## config.mk

```make
export PLATFORM = sky130hd
export DESIGN_NAME = dm_port_arbiter
export DESIGN_NICKNAME = d
export VERILOG_FILES = /design/src/rtl/dm_port_arbiter_pkg.sv /design/src/rtl/dm_port_arbiter_rr_arb2.sv /design/src/rtl/dm_port_arbiter.sv
export SDC_FILE = /design/constraint.sdc
export NUM_CORES = 1
export LEC_CHECK = 0
export BUFFER_PORTS_ARGS = -buffer_cell sky130_fd_sc_hd__clkbuf_2
export CORE_AREA = 3 3 102 104
export DETAILED_ROUTE_END_ITERATION = 7
export DIE_AREA = 0 0 105 107
export PLACE_DENSITY = 0.77
export SLEW_MARGIN = 20
export SYNTH_ARGS = -nofsm -noshare
export SYNTH_HDL_FRONTEND = slang
export SYNTH_SLANG_ARGS = --single-unit
export TNS_END_PERCENT = 10
```

## constraint.sdc

```tcl
create_clock -name clk -period 4.5 [get_ports clk]
set_clock_uncertainty 0.15 [all_clocks]
set_input_delay 0.9 -clock clk [delete_from_list [all_inputs] [get_ports clk]]
set_output_delay 0.9 -clock clk [all_outputs]
set_load 0.01 [all_outputs]
```

## src/rtl/dm_port_arbiter_pkg.sv

```systemverilog
// Shared types and constants for the data-memory port arbiter.
package dm_arb_pkg;

    typedef enum logic [1:0] {
        IDLE   = 2'd0,
        ACCESS = 2'd1,
        RESP   = 2'd2
    } state_e;

    localparam int unsigned DM_DATA_W  = 32;
    localparam int unsigned DM_MEM_AW  = 10;
    localparam logic [31:0] ALIGN_MASK = 32'h0000_0003;

    function automatic logic is_misaligned(input logic [31:0] addr);
        return (addr & ALIGN_MASK) != '0;
    endfunction

endpackage

```

## src/rtl/dm_port_arbiter_rr_arb2.sv

```systemverilog
// Two-way request picker: round-robin on `last`, or port 0 always wins when fixed_prio.
module rr_arb2 (
    input  logic [1:0] req,
    input  logic       last,
    input  logic       fixed_prio,
    output logic [1:0] grant
);

    always_comb begin
        grant = '0;
        unique case (req)
            2'b01:   grant = 2'b01;
            2'b10:   grant = 2'b10;
            2'b11:   grant = (fixed_prio || last) ? 2'b01 : 2'b10;
            default: grant = '0;
        endcase
    end

endmodule

```

## src/rtl/dm_port_arbiter.sv

```systemverilog
// Shares one data-memory port between CPU (port 0) and DMA/debug loader (port 1).
// Optional word-alignment check enabled by defining DM_ARB_ALIGN_CHK_EN.
module dm_port_arbiter
    import dm_arb_pkg::*;
#(
    parameter int DATA_W     = DM_DATA_W,
    parameter int MEM_AW     = DM_MEM_AW,
    parameter int FIXED_PRIO = 0
) (
    input  logic              clk,
    input  logic              rst,
    input  logic              req0,
    input  logic              req1,
    input  logic              we0,
    input  logic              we1,
    input  logic [31:0]       addr0,
    input  logic [31:0]       addr1,
    input  logic [DATA_W-1:0] wdata0,
    input  logic [DATA_W-1:0] wdata1,
    output logic              gnt0,
    output logic              gnt1,
    output logic              ack0,
    output logic              ack1,
    output logic [DATA_W-1:0] rdata,
    output logic              mem_we,
    output logic [31:0]       mem_addr,
    output logic [DATA_W-1:0] mem_wdata,
    input  logic [DATA_W-1:0] mem_rdata,
    output logic              busy
`ifdef DM_ARB_ALIGN_CHK_EN
    ,
    output logic              err0,
    output logic              err1
`endif
);

    state_e              state_q, state_d;
    logic                last_q, last_d;
    logic                owner_q, owner_d;
    logic                we_q, we_d;
    logic [MEM_AW-1:0]   addr_q, addr_d;
    logic [DATA_W-1:0]   wdata_q, wdata_d;
    logic [DATA_W-1:0]   rdata_q, rdata_d;
    logic                misal_q, misal_d;

    logic [1:0]          pick;
    logic [1:0]          gnt;
    logic                arb_en;
    logic [31:0]         sel_addr;
    logic                blk_mem;
    logic                unused_addr_hi;

    assign unused_addr_hi = ^{addr0[31:MEM_AW], addr1[31:MEM_AW]};

    rr_arb2 u_pick (
        .req       ({req1, req0}),
        .last      (last_q),
        .fixed_prio(FIXED_PRIO != 0),
        .grant     (pick)
    );

    // Gating with rst keeps gnt low for the whole reset interval, not just after the edge.
    assign arb_en   = rst && (state_q == IDLE || state_q == RESP);
    assign gnt      = arb_en ? pick : 2'b00;
    assign sel_addr = gnt[1] ? addr1 : addr0;

`ifdef DM_ARB_ALIGN_CHK_EN
    assign blk_mem = misal_q;
`else
    assign blk_mem = 1'b0;
`endif

    always_comb begin
        state_d = state_q;
        last_d  = last_q;
        owner_d = owner_q;
        we_d    = we_q;
        addr_d  = addr_q;
        wdata_d = wdata_q;
        rdata_d = rdata_q;
        misal_d = misal_q;
        unique case (state_q)
            IDLE, RESP: begin
                if (gnt != 2'b00) begin
                    owner_d = gnt[1];
                    last_d  = gnt[1];
                    we_d    = gnt[1] ? we1 : we0;
                    addr_d  = sel_addr[MEM_AW-1:0];
                    wdata_d = gnt[1] ? wdata1 : wdata0;
                    misal_d = is_misaligned(sel_addr);
                    state_d = ACCESS;
                end else begin
                    state_d = IDLE;
                end
            end
            ACCESS: begin
                if (!we_q && !blk_mem) rdata_d = mem_rdata;
                state_d = RESP;
            end
            default: state_d = IDLE;
        endcase
    end

    always_ff @(posedge clk or negedge rst) begin
        if (!rst) begin
            state_q <= IDLE;
            last_q  <= 1'b1;
            owner_q <= 1'b0;
            we_q    <= 1'b0;
            addr_q  <= '0;
            wdata_q <= '0;
            rdata_q <= '0;
            misal_q <= 1'b0;
        end else begin
            state_q <= state_d;
            last_q  <= last_d;
            owner_q <= owner_d;
            we_q    <= we_d;
            addr_q  <= addr_d;
            wdata_q <= wdata_d;
            rdata_q <= rdata_d;
            misal_q <= misal_d;
        end
    end

    assign gnt0      = gnt[0];
    assign gnt1      = gnt[1];
    assign ack0      = (state_q == RESP) && !owner_q;
    assign ack1      = (state_q == RESP) && owner_q;
    assign rdata     = rdata_q;
    assign mem_we    = (state_q == ACCESS) && we_q && !blk_mem;
    assign mem_addr  = 32'(addr_q);
    assign mem_wdata = wdata_q;
    assign busy      = (state_q != IDLE);

`ifdef DM_ARB_ALIGN_CHK_EN
    assign err0 = ack0 && misal_q;
    assign err1 = ack1 && misal_q;
`endif

endmodule
```

# Yosys cells after proc, flatten, opt, wreduce, memory -nomap -nowiden
# Cells that the tools add are included.
dict set report op_classes {
  n_eq_ne 5
  muxes 8
  bitwise 1
  n_reduce_logical 12
}
# cell n
set ops {}
lappend ops {{two-way mux 32 bit} 1}
lappend ops {{two-way mux 10 bit} 1}
lappend ops {{== test 2 bit, second input constant} 3}
lappend ops {{one-hot mux 2 bit (3 select lines)} 1}
lappend ops {{== test 2 x 1 -> 1 bit, second input constant} 2}
lappend ops {{logical AND 1 bit} 4}
lappend ops {{two-way mux 2 bit} 2}
lappend ops {{one-hot mux 2 bit (2 select lines)} 1}
lappend ops {{AND reduction 2 bit} 2}
lappend ops {{nonzero test 2 bit} 2}
lappend ops {{zero test 2 bit} 1}
lappend ops {{two-way mux 1 bit} 2}
lappend ops {{OR reduction 2 bit} 1}
lappend ops {{zero test 1 bit} 1}
lappend ops {{logical OR 1 bit} 1}
lappend ops {{inverter 1 bit} 1}
dict set report totals {
  ff_bits 79
  in_bits 166
  output_inout_bits 102
  word_cells 33
}

# Logic depth before layout (Yosys ltp)
dict set report depth {
  word_depth 7
  ltp_mapped 5
  depth_no_buf 3
}

# Cells and area by module
# A second synthesis with hierarchy kept.
dict set report hier_totals {
  hier_cells 251
  area_unflattened_um2 4020.1
}
# module n_inst cells_each area_each_um2 seq_area_each_um2
set by_module_without_submodules {}
lappend by_module_without_submodules {dm_port_arbiter 1 247 3997.6 1978.1}
lappend by_module_without_submodules {rr_arb2 1 4 22.5 0.0}

# Worst setup path before layout
# Ideal clock, no wire load.
dict set report synth_path {
  path_kind {input to output}
  start {in req0}
  end {out gnt1}
  arrival_time_ps 1429
  required_ps 3450
  setup_slack_ps 2021
  stages 3
  n_path_buf 1
  path_cell_list {buf_2 -> nand2_1 -> and2_1}
}
dict set report synth_via {
  elab_chain_cells 3
  elab_cells_between_ends 5
  classes_between {eq/ne (3); mux (2)}
}
# element line_no
set synth_rtl {}
lappend synth_rtl {{start: declaration} dm_port_arbiter.sv:12} ;# input logic req0,
lappend synth_rtl {{== test 2 bit or == test 2 x 1 -> 1 bit (tied branches)} dm_port_arbiter_rr_arb2.sv:11} ;# unique case (req)
lappend synth_rtl {{one-hot mux 2 bit (3 select lines) *} dm_port_arbiter_rr_arb2.sv:11}
lappend synth_rtl {{two-way mux 2 bit *} dm_port_arbiter.sv:64} ;# assign gnt = arb_en ? pick : 2'b00;
lappend synth_rtl {{end: declaration} dm_port_arbiter.sv:21} ;# output logic gnt1,
# Every way passes the cells marked *; elsewhere a longest branch is shown, timed or not.

# Worst setup path in the final report
dict set report layout_path {
  start {in req1}
  end {out gnt0}
}
dict set report layout_via {
  elab_chain_cells 3
  elab_cells_between_ends 5
  classes_between {eq/ne (3); mux (2)}
}
# element line_no
set layout_rtl {}
lappend layout_rtl {{start: declaration} dm_port_arbiter.sv:13} ;# input logic req1,
lappend layout_rtl {{== test 2 bit or == test 2 x 1 -> 1 bit (tied branches)} dm_port_arbiter_rr_arb2.sv:11}
lappend layout_rtl {{one-hot mux 2 bit (3 select lines) *} dm_port_arbiter_rr_arb2.sv:11}
lappend layout_rtl {{two-way mux 2 bit *} dm_port_arbiter.sv:64}
lappend layout_rtl {{end: declaration} dm_port_arbiter.sv:20} ;# output logic gnt0,
# Marked as above.

==> results by group <==
Yosys
  • Top cell type by total area after synthesis: dfrtp_1
  • Post-synth top area share: 48.7%
  • Synthesized instance count: 365
  • Count of different cell masters after synthesis: 31
  • #FFs+latches synth: 79
  • Sequential area share after synthesis: 49.4%
  • Area contributors post-synth: dfrtp_1, mux2_4, nand3_1
  • Ys Warns: 0
  • Mean Syn Cell Area: 11.0 sq um
  • Mapped Area: 4010 sq um

Pwr
  • Comb pwr share: 31.4%
  • Seq pwr share: 44.0%
  • Net Sw Frac: 33.4%
  • P_int: 1590 uW
  • Leakage: 0.00260 uW
  • Clock Power Share: 24.6%
  • Net Sw Power: 795 uW
  • Maximum vdd drop: 163 uV
  • Pwr/cell area: 462 nW/um^2

Global routing
  • Initial antenna violation count: 0
  • Vias in the first global route: 3596
  • Grt ovf: 0
  • First-pass GRT wire length: 18.4 mm
  • GRT Total Usage: 20.4%
  • Largest net degree at the start of global routing: 79

Status
  • Status: finished clean

Routing
  • Initial drt markers: 250
  • Via count: 3673
  • Vias per cell: 5.39
  • DRT antenna net count: 0
  • Router iterations before antenna repair: 7
  • Final wirelength: 11.9 mm
  • Routed len/inst: 17.4 um
  • Drt drc: 0

Floorplanning
  • Chip height: 107 um
  • Starting Density: 41.5%
  • FP Rows: 36
  • Core Region: 9640 sq um
  • I/O Pins: 268
  • Die area: 11200 sq um
  • Chip Width: 105 um

Clocking
  • Postcts setup bufs: 0
  • Clk slew on worst S/H paths: 0.08 ns
  • TritonCTS clock tree: yes
  • TritonCTS Buffers: 9
  • H-tree Lvls: 3
  • Post-CTS Resized: 0
  • CTS Root Cell: clkbuf_8
  • CTS sink count: 79
  • Hold Buf Count CTS: 0
  • Clock Latency Late Sink: 0.34 ns
  • Clock Path Buffers: 2

Setup path
  • Crit start category: input pin
  • WP data required: 3.45 ns
  • Crit path DAT: 2.06 ns
  • WS Path Type: input pin to output pin
  • CP Max Fanout: 44
  • Worst Setup End Kind: output pin

Place
  • Placed insts: 664
  • PortBufs: 201
  • Worst slack at placement: 1.37 ns
  • Hpwl dp: 7.99 mm
  • RePlAce Congestion: 0.737

STA
  • Slew of the pin with the lowest slew margin: 0.965 ns
  • Final setup fails: 0
  • Slack of the critical path: 1.39 ns
  • TNS Setup: 0 ns
  • Slew margin rel.: 35.7%
  • Final Max Slew Viols: 0
  • Crit share post-route: 69.1%
  • RSZ-0062 raised after global routing: no
  • Fmax: 322 MHz
  • Min Tclk post-route: 3.11 ns
  • Final hold vios: 0

Layout
  • Nets: 709
  • Area grow syn2layout: 28.9%
  • Fill cells: 906
  • N_diodes: 0
  • Share of cells above drive strength 1: 48.9%
  • Non-Filler Instances: 681

Job
  • Max_cap viols: 0

Hold path
  • Hold crit path type: flip-flop to flip-flop
==> power groups by stage <==
stage,clock network (uW),registers (uW),logic (uW)
4_1_cts,603,1050,756
6_report,586,1050,750
2_1_floorplan,0,1100,384
3_3_place_gp,0,1050,737
3_5_place_dp,0,1060,751
5_1_grt,632,1080,810
==> cell type report <==
| class | instances | area (sq um) | share of cell area [%] |
|---|---|---|---|
| sequential | 79 | 1980 | 38.3 |
| tap | 133 | 166 | 3.22 |
| inverter | 2 | 7.51 | 0.145 |
| clock buffer | 9 | 124 | 2.40 |
| timing repair buffer | 209 | 1080 | 20.9 |
| multi-input combinational | 242 | 1710 | 33.1 |
| clock inverter | 7 | 95.1 | 1.84 |
==> metal layers <==
layer  up-vias  GRT usage (%)  share of wire [%]
met4         0           8.34                1.5
met3        14           3.85                8.2
li1       1680              -                  -
met1      1749           27.5                 43
met5         -              0                  0
met2       230           32.6                 47
==> final timing paths <==
| kind | startpoint | endpoint | slack [ns] | depth (start not counted) |
|---|---|---|---|---|
| setup / recovery | req1 | gnt0 | 1.39 | 4 |
| hold / removal | rdata[4] | rdata[4] | 0.36 | 1 |
| setup reg to reg | last_q | mem_wdata[18] | 2.38 | 4 |
| hold reg to reg | rdata[4] | rdata[4] | 0.36 | 1 |
| max in group asynchronous | rst | rdata[2] | 2.90 | 2 |
| min in group asynchronous | rst | last_q | 0.37 | 1 |
==> cell usage after synthesis, drive strengths merged <==
| master | n |
|---|---|
| o22a | 1 |
| nand3 | 86 |
| nand2b | 1 |
| o21ai | 43 |
| dfstp | 1 |
| o2111ai | 43 |
| and3b | 1 |
| and2 | 2 |
| clkbuf | 24 |
| buf | 39 |
| o21bai | 1 |
| mux2 | 32 |
| or2 | 1 |
| dfrtp | 78 |
| nor3b | 2 |
| and2b | 1 |
| o211a | 1 |
| nor2b | 2 |
| nand2 | 1 |
| conb | 1 |
| nor2 | 2 |
| inv | 2 |
==> flip-flops by register name, indices dropped and copies added (netlist names) <==
name       cells
mem_wdata     32
rdata         32
addr_q        10
state_q        2
last_q         1
owner_q        1
we_q           1
==> logic make-up (layout without fill, tap and decap cells) <==
group           count (synthesis)  after routing  synth area share [%]
flops                          79             79                  49.4
compound gates                 89             89                  15.4
other cells                     1             22                0.0936
simple gates                   99             99                  13.3
mux                            32             32                  11.8
buf+inv                        65            227                  10.0
==> critical path, cell delays in order <==
cell and delay (ns):
clkbuf_2 0.12, inv_2 0.58, o211a_1 0.29, clkbuf_2 0.15
==> per-stage QoR <==
step / power, uW / util (%) / hold WS (ns) / area [sq um]
after floorplan: 1480 / - / 0.321 / 4080
after global placement: 1790 / 51.1 / 0.337 / 4920
after detailed placement: 1810 / 51.1 / 0.344 / 4920
after CTS: 2410 / 53.3 / 0.337 / 5140
after global routing: 2520 / 53.6 / 0.336 / 5160
final: 2380 / 53.6 / 0.362 / 5160
==> layout by cell type, fill, tap and decap left out, drive strengths merged <==
| master | instances |
|---|---|
| o21bai | 1 |
| nor3b | 2 |
| o22a | 1 |
| nand2 | 1 |
| nand3 | 86 |
| nand2b | 1 |
| o211a | 1 |
| dfstp | 1 |
| nor2 | 2 |
| clkinvlp | 1 |
| and2b | 1 |
| clkbuf | 209 |
| nor2b | 2 |
| mux2 | 32 |
| and3b | 1 |
| o21ai | 43 |
| conb | 22 |
| inv | 4 |
| or2 | 1 |
| o2111ai | 43 |
| buf | 9 |
| clkinv | 2 |
| dfrtp | 78 |
| and2 | 2 |
| bufinv | 2 |
Power figures use the tool's default switching activity.
